$ cat src/rtl/tactile_scan_ctrl.sv
// tactile_scan_ctrl
//
// Scans a tactile sensor grid one pixel at a time. For each pixel it selects
// a switch wire and a read wire, waits for the analog path to settle,
// requests one ADC conversion, and then presents the 12-bit sample together
// with its pixel address. Scans one frame per start pulse, or scans
// back-to-back frames while 'continuous' is high. A missing ADC ack is
// recovered by timeout, and completed frames are counted.
//
// Optional build macro TACTILE_BASELINE_SUB_EN:
//   Adds input 'cal' and a per-pixel baseline RAM. A calibration frame stores
//   its raw samples as the baseline. Other frames output
//   max(sample - baseline, 0). The pixel outputs and frame_done then come out
//   through one register stage.
//
// Ports:
//   clk, rst            clock, synchronous active-high reset
//   start               one-cycle pulse, accepted only in IDLE
//   continuous          sampled in DONE: 1 = scan again, 0 = go idle
//   sw_sel, rd_sel      active switch / read wire indices
//   sw_en               analog mux enable (SELECT, CONVERT)
//   adc_req / adc_ack   conversion handshake, adc_data valid with ack
//   pix_valid           one-cycle strobe with pix_addr / pix_data
//   busy                high outside IDLE
//   frame_done          one-cycle pulse at end of frame
//   frame_cnt           completed frames since reset (wraps)
//   err_timeout         sticky ADC timeout flag, cleared by reset or accepted start
//   cal                 (TACTILE_BASELINE_SUB_EN only) calibration frame select
//
// state   | meaning
// --------+-----------------------------------------------------------
// IDLE    | waiting for start
// SELECT  | wires selected, settling for SETTLE_CYCLES clocks
// CONVERT | adc_req held until ack or ADC_TIMEOUT clocks elapse
// STORE   | pixel strobe, advance indices
// DONE    | frame_done pulse, restart or return to IDLE

module tactile_scan_ctrl #(
   parameter int SW_WIRE_CNT   = 16,
   parameter int RD_WIRE_CNT   = 16,
   parameter int SETTLE_CYCLES = 8,
   parameter int ADC_TIMEOUT   = 255
) (
   input  logic                                       clk,
   input  logic                                       rst,
   input  logic                                       start,
   input  logic                                       continuous,
`ifdef TACTILE_BASELINE_SUB_EN
   input  logic                                       cal,
`endif
   output logic [$clog2(SW_WIRE_CNT)-1:0]             sw_sel,
   output logic [$clog2(RD_WIRE_CNT)-1:0]             rd_sel,
   output logic                                       sw_en,
   output logic                                       adc_req,
   input  logic                                       adc_ack,
   input  logic [11:0]                                adc_data,
   output logic                                       pix_valid,
   output logic [$clog2(SW_WIRE_CNT*RD_WIRE_CNT)-1:0] pix_addr,
   output logic [11:0]                                pix_data,
   output logic                                       busy,
   output logic                                       frame_done,
   output logic [15:0]                                frame_cnt,
   output logic                                       err_timeout
);

   localparam int SW_W = $clog2(SW_WIRE_CNT);
   localparam int RD_W = $clog2(RD_WIRE_CNT);
   localparam int NPIX = SW_WIRE_CNT * RD_WIRE_CNT;
   localparam int PA_W = $clog2(NPIX);
   localparam int ST_W = $clog2(SETTLE_CYCLES + 1);
   localparam int TO_W = $clog2(ADC_TIMEOUT + 1);

   localparam logic [SW_W-1:0] SW_LAST      = SW_W'(SW_WIRE_CNT - 1);
   localparam logic [RD_W-1:0] RD_LAST      = RD_W'(RD_WIRE_CNT - 1);
   localparam logic [ST_W-1:0] SETTLE_LOAD  = ST_W'(SETTLE_CYCLES - 1);
   localparam logic [TO_W-1:0] TIMEOUT_LOAD = TO_W'(ADC_TIMEOUT - 1);

   typedef enum logic [2:0] {
      S_IDLE,
      S_SELECT,
      S_CONVERT,
      S_STORE,
      S_DONE
   } state_t;

   state_t            state;
   state_t            state_nxt;
   logic [ST_W-1:0]   settle_cnt;
   logic [TO_W-1:0]   wait_cnt;
   logic [11:0]       cap_data;
   logic              store_pix;
   logic              done_pulse;
   logic              last_pix;
   logic [PA_W-1:0]   addr_raw;

   assign last_pix = (sw_sel == SW_LAST) && (rd_sel == RD_LAST);
   assign addr_raw = PA_W'(int'(sw_sel) * RD_WIRE_CNT + int'(rd_sel));

   always_ff @(posedge clk) begin
      if (rst) begin
         state <= S_IDLE;
      end else begin
         state <= state_nxt;
      end
   end

   always_comb begin
      state_nxt  = state;
      sw_en      = 1'b0;
      adc_req    = 1'b0;
      store_pix  = 1'b0;
      done_pulse = 1'b0;
      busy       = (state != S_IDLE);
      case (state)
         S_IDLE: begin
            if (start) state_nxt = S_SELECT;
         end
         S_SELECT: begin
            sw_en = 1'b1;
            if (settle_cnt == '0) state_nxt = S_CONVERT;
         end
         S_CONVERT: begin
            sw_en   = 1'b1;
            adc_req = 1'b1;
            if (adc_ack || (wait_cnt == '0)) state_nxt = S_STORE;
         end
         S_STORE: begin
            store_pix = 1'b1;
            state_nxt = last_pix ? S_DONE : S_SELECT;
         end
         S_DONE: begin
            done_pulse = 1'b1;
            state_nxt  = continuous ? S_SELECT : S_IDLE;
         end
         default: state_nxt = S_IDLE;
      endcase
   end

   // Both timers reload whenever their state is not active, so they always
   // hold a fresh terminal count on entry.
   always_ff @(posedge clk) begin
      if (rst) begin
         sw_sel      <= '0;
         rd_sel      <= '0;
         settle_cnt  <= '0;
         wait_cnt    <= '0;
         cap_data    <= '0;
         frame_cnt   <= '0;
         err_timeout <= 1'b0;
      end else begin
         if (state != S_SELECT)    settle_cnt <= SETTLE_LOAD;
         else if (settle_cnt != '0) settle_cnt <= settle_cnt - ST_W'(1);

         if (state != S_CONVERT)   wait_cnt <= TIMEOUT_LOAD;
         else if (wait_cnt != '0) wait_cnt <= wait_cnt - TO_W'(1);

         case (state)
            S_IDLE: begin
               if (start) begin
                  sw_sel      <= '0;
                  rd_sel      <= '0;
                  err_timeout <= 1'b0;
               end
            end
            S_CONVERT: begin
               if (adc_ack) begin
                  cap_data <= adc_data;
               end else if (wait_cnt == '0) begin
                  cap_data    <= '0;
                  err_timeout <= 1'b1;
               end
            end
            S_STORE: begin
               if (rd_sel == RD_LAST) begin
                  rd_sel <= '0;
                  sw_sel <= (sw_sel == SW_LAST) ? '0 : sw_sel + SW_W'(1);
               end else begin
                  rd_sel <= rd_sel + RD_W'(1);
               end
            end
            S_DONE: frame_cnt <= frame_cnt + 16'd1;
            default: ;
         endcase
      end
   end

`ifdef TACTILE_BASELINE_SUB_EN
   logic        cal_frame;
   logic [11:0] baseline [NPIX];
   logic [12:0] diff;

   assign diff = {1'b0, cap_data} - {1'b0, baseline[addr_raw]};

   always_ff @(posedge clk) begin
      if (rst) begin
         cal_frame  <= 1'b0;
         pix_valid  <= 1'b0;
         pix_addr   <= '0;
         pix_data   <= '0;
         frame_done <= 1'b0;
         for (int i = 0; i < NPIX; i++) baseline[i] <= '0;
      end else begin
         if (((state == S_IDLE) && start) || ((state == S_DONE) && continuous))
            cal_frame <= cal;
         if (store_pix && cal_frame) baseline[addr_raw] <= cap_data;
         pix_valid  <= store_pix;
         pix_addr   <= addr_raw;
         frame_done <= done_pulse;
         if (store_pix)
            pix_data <= (cal_frame || diff[12]) ? (cal_frame ? cap_data : 12'd0) : diff[11:0];
      end
   end
`else
   assign pix_valid  = store_pix;
   assign pix_addr   = addr_raw;
   assign pix_data   = cap_data;
   assign frame_done = done_pulse;
`endif

endmodule
$ cat config.mk
export PLATFORM = sky130hd
export DESIGN_NAME = tactile_scan_ctrl
export DESIGN_NICKNAME = d
export VERILOG_FILES = /design/src/rtl/tactile_scan_ctrl.sv
export SDC_FILE = /design/constraint.sdc
export NUM_CORES = 1
export LEC_CHECK = 0
export BUFFER_PORTS_ARGS = -buffer_cell sky130_fd_sc_hd__buf_2
export CAP_MARGIN = 40
export CORE_AREA = 2 2 73 75
export DETAILED_ROUTE_END_ITERATION = 8
export DIE_AREA = 0 0 75 77
export HOLD_SLACK_MARGIN = 0.1
export PLACE_DENSITY = 0.75
export SETUP_SLACK_MARGIN = 0.05
export SLEW_MARGIN = 25
export SYNTH_ARGS = -nofsm -noshare
export SYNTH_HDL_FRONTEND = slang
export SYNTH_SLANG_ARGS = --single-unit
$ cat constraint.sdc
create_clock -name clk -period 2.4 [get_ports clk]
set_clock_uncertainty 0.2 [all_clocks]
set_input_delay 0.12 -clock clk [delete_from_list [all_inputs] [get_ports clk]]
set_output_delay 0.12 -clock clk [all_outputs]
set_load 0.01 [all_outputs]
* After elaboration in Yosys (flattened, before gate mapping)
Cells that the tools add are included.
W data, S select, Z words.
** Storage, ports and cells
- Memories :: 0
- Bits in writable memories :: 0
- Latch bits :: 0
- Output and inout bits :: 50
- Bits in registers :: 52
- Bits in read-only memories :: 0
** Operators by class
- Add/subtract/negate cells :: 6
- Magnitude comparators :: 0
- Shift operators :: 0
- Bitwise logic cells :: 0
- Equality and inequality tests :: 14
- Mux-type cells :: 26
- $mul :: 0
- Divide/modulo/power cells :: 0
- Reductions and logical operators :: 21
** Operators with widths (number)
- $mux W12 :: 2
- $mux W3 :: 6
- $add A16 B1 Y16 const B :: 1
- $mux W4 :: 4
- $mux W8 :: 2
- $pmux W4 S2 :: 2
- $pmux W3 S5 :: 1
- $ne A2 B2 Y1 const B :: 6
- $reduce_bool A2 Y1 :: 5
- $add A4 B1 Y4 const B :: 2
- $add A8 B4 Y8 :: 1
- $eq A4 B4 Y1 const B :: 2
- $logic_not A8 Y1 :: 1
- $mux W1 :: 8
- $reduce_bool A8 Y1 :: 1
- $sub A8 B1 Y8 const B :: 1
- $eq A3 B2 Y1 const B :: 2
- $reduce_and A3 Y1 :: 2
- $reduce_or A2 Y1 :: 3
- $logic_not A4 Y1 :: 1
- $reduce_and A2 Y1 :: 2
- $reduce_and A4 Y1 :: 1
- $reduce_bool A4 Y1 :: 1
- $sub A4 B1 Y4 const B :: 1
- 9 further kinds :: 9

* Longest topological paths before layout
- Depth in word-level cells :: 4
- Mapped depth :: 7
- Depth with buffers taken out :: 6

* Worst setup path after synthesis
No wires, ideal clock.
- Kind :: flip-flop to flip-flop
- From :: register wait_cnt[3]
- To :: register wait_cnt[1]
- Path buffers :: 1
- Slack :: 0.361 ns
- Stages on the path, launching flop included :: 6
- Required time :: 2.130 ns
- Data arrival time :: 1.768 ns
- Library setup time :: 0.070 ns
- Path through :: dfxtp_1 -> or4_1 -> buf_2 -> nor3_1 -> mux2_2 -> a21oi_1
** On the way
- Word-level cells in the longest chain between the ends :: 2
** Ends and longest elaborated chain
- start: declaration :: RTL line 89 : logic [TO_W-1:0] wait_cnt;
- start signal: assignment :: RTL line 155 : else if (wait_cnt != '0) wait_cnt <= wait_cnt - TO_W'(1);
- $reduce_bool A8 Y1 :: RTL line 155
- $reduce_bool A2 Y1 (no line)
Every way passes these cells.
A chain may end at the register's enable or synchronous reset.

* Worst setup path after layout
- From :: register wait_cnt[3]
- To :: register cap_data[6], in the netlist pix_data[6]
** On the way
- Word-level cells in the longest chain between the ends :: 3
** Ends and longest elaborated chain
- $logic_not A8 Y1 :: RTL line 168 : end else if (wait_cnt == '0) begin
- $reduce_bool A2 Y1 (no line)
- $reduce_and A2 Y1 (no line)
- end signal: assignment :: RTL line 167 : cap_data <= adc_data;
- end: declaration :: RTL line 90 : logic [11:0] cap_data;
Every way passes these cells.

==> qor.yml <==
status: "finished clean"
switching_power_uw: 480
cts_buffers: 5
hp-class: "in2reg"
syn_area_per_cell_sq_um: 8.94
synthDominantCellAreaShare_pct: 43.5
die-area_sq_mm: 0.00578
power.density_mw_per_mm2: 571
drv_slew: 0
cts_tree: "done"
finalInstanceArea_sq_mm: 0.00302
finalSetupTns_ns: 0
syn_area_sq_mm: 0.00239
synth.most_common_cell: "dfxtp_1"
synth-edff-count: 0
yosys.area.top_type: "dfxtp_1"
finalPower_mw: 1.73
wl_per_cell_um: 12.7
ir_drop_v: 0.000329
top_layer_used: "met4"
cts_setup_buffers: 0
drive_gt1_share_pct: 27.7
ioPinCount: 67
p_leak_nw: 1.30
grt_pass1_vias: 2004
root_buffer: "clkbuf_8"
fin_cells: 417
dp_hpwl_mm: 3.61
dr_wl_met2_mm: 2.47
sw_frac_of_total_pct: 27.8
die_h_um: 77
critPathMaxFanout: 10
start_util_pct: 48.1
setup_viol: 0
place_congestion: 0.788
drc_errors: 0
utilization_pct: 60.8
synth_commonest_cells: "dfxtp_1 (52), nor2_1 (26), a21oi_1 (24)"
synthArstFlopShare_pct: 0
totalWireLength_mm: 5.29
first_pass_iters: 4
synth_ff_type: "dfxtp_1"
synthTopCellsByArea: "dfxtp_1 (43%), a21oi_1 (5.0%), a22o_1 (4.4%)"
drt_iter0_markers: 135
clk_pin_slew_ns: 0.10
holdWs_ns: 0.160
antenna_left: 0
worstPathRequired_ns: 2.41
wl_met1_mm: 2.49
pwr-share-comb_pct: 17.9
maxCapViolCount: 0
antenna_found_initial: 0
worst_setup_path_end_kind: "register"
grt_pass1_wl_mm: 8.95
postSynthNetCount: 292
clock-sinks: 52
grtUsageTotal_pct: 19.1
timing.fmax_mhz: 467
core_area_sq_mm: 0.00498
seq_power_share_pct: 53.4
crit_path_start_kind: "register"
fin_crit_ns: 2.14
ys_seq_area_share_pct: 43.5
slew_headroom_pct: 48.4
antenna_cells: 0
setup_slack_ns: 0.257
tightest_slew_ns: 0.769
postCtsHoldBufs: 15
gr-total-overflow: 0
grt_max_degree: 42
yosysWarningCount: 0
cts_resized: 0
die_w_um: 75
portBuffers: 66
synthCells: 268
finalCritPeriodShare_pct: 89.3
p_int_mw: 1.25
hold_viol: 0
critical_path_class: "reg2reg"
cp.arrival_ns: 2.15
area_growth_pct: 26.3
place_area_sq_mm: 0.00278
pwr-share-clk_pct: 28.7
cts_max_level: 2
grt_setup_unrepaired: "no"
nNetsFinal: 370
vias_per_cell: 5.31
ys_ff_latch: 52
synthDistinctLibCells: 45
post-place-ws_ns: 0.242
insertion_delay_ns: 0.30
cts.path.max_buffers: 2
num_vias: 2215
fp-row-count: 26
route.met3.wl_um: 289
placed_cells: 393
[area by class of cell]
class | count | area, sq um
Clock buffer | 5 | 68.8
Clock inverter | 3 | 22.5
Fill cell | 441 | 1950
Inverter | 11 | 41.3
Multi-Input combinational cell | 185 | 1210
Sequential cell | 52 | 1040
Tap cell | 70 | 87.6
Timing Repair Buffer | 91 | 556
[critical path, cell delays in order (launching register included)]
cell and delay, ns:
dfxtp_1 0.34, or4_1 0.64, o31ai_2 0.31, a21oi_1 0.15, clkbuf_4 0.22, a22o_1 0.19
[cell usage in the layout, fill, tap and decap left out, types with 3 or more instances in the layout]
master and count:
a21oi_1 24, a22o_1 12, a31oi_1 5, buf_2 66, buf_4 9, clkbuf_8 5
dfxtp_1 52, dlygate4sd3_1 15, ha_1 7, inv_1 9, mux2_2 5, mux2i_1 3
nand2_1 12, nand2b_1 3, nand3_1 5, nand4_1 6, nor2_1 26, nor3_1 13
nor4_1 6, o21ai_0 8, or3_1 7, xnor2_1 11, xor2_1 3
[cells by family (layout without fill, tap and decap cells)]
group           Yosys count  after routing  share of synthesized area, %
simple gates             94             94                          20.8
compound gates           62             62                          17.0
flops                    52             52                          43.5
buf+inv                  31            110                          6.32
xor+xnor                 14             14                          5.12
mux                       8              8                          3.60
fa+ha+maj                 7              7                          3.66
[state kept, by name, indices dropped and copies added, names as in the netlist]
| name | count |
|---|---|
| err_timeout | 1 |
| sw_sel | 4 |
| wait_cnt | 8 |
| settle_cnt | 4 |
| pix_data | 12 |
| frame_cnt | 16 |
| rd_sel | 4 |
| state | 3 |
[layer usage]
metal | vias to the layer above | global-route usage, %
met4 | 0 | 3.75
li1 | 1114 | -
met5 | - | 0
met1 | 1015 | 26.6
met3 | 6 | 3.94
met2 | 80 | 30.3
[final timing paths]
kind	start	endpoint	slack (ns)	depth (start not counted)
worst max-delay path	wait_cnt[3]$_SDFFE_PP0P_	pix_data[6]$_SDFFE_PP0P_	0.26	5
worst min-delay path	adc_ack	state[0]$_SDFFE_PP0P_	0.16	5
worst max register to register	wait_cnt[3]$_SDFFE_PP0P_	pix_data[6]$_SDFFE_PP0P_	0.26	5
worst min register to register	pix_data[8]$_SDFFE_PP0P_	pix_data[8]$_SDFFE_PP0P_	0.28	1
[power by group through the flow]
stage          Combinational (mW)  Clock (mW)  Sequential [mW]
5_1_grt                     0.348       0.560            0.929
4_1_cts                     0.306       0.516            0.923
3_3_place_gp                0.280           0            0.941
6_report                    0.309       0.495            0.923
3_5_place_dp                0.287           0            0.942
2_1_floorplan               0.203           0            0.937
(Power assumes the default switching activity.)
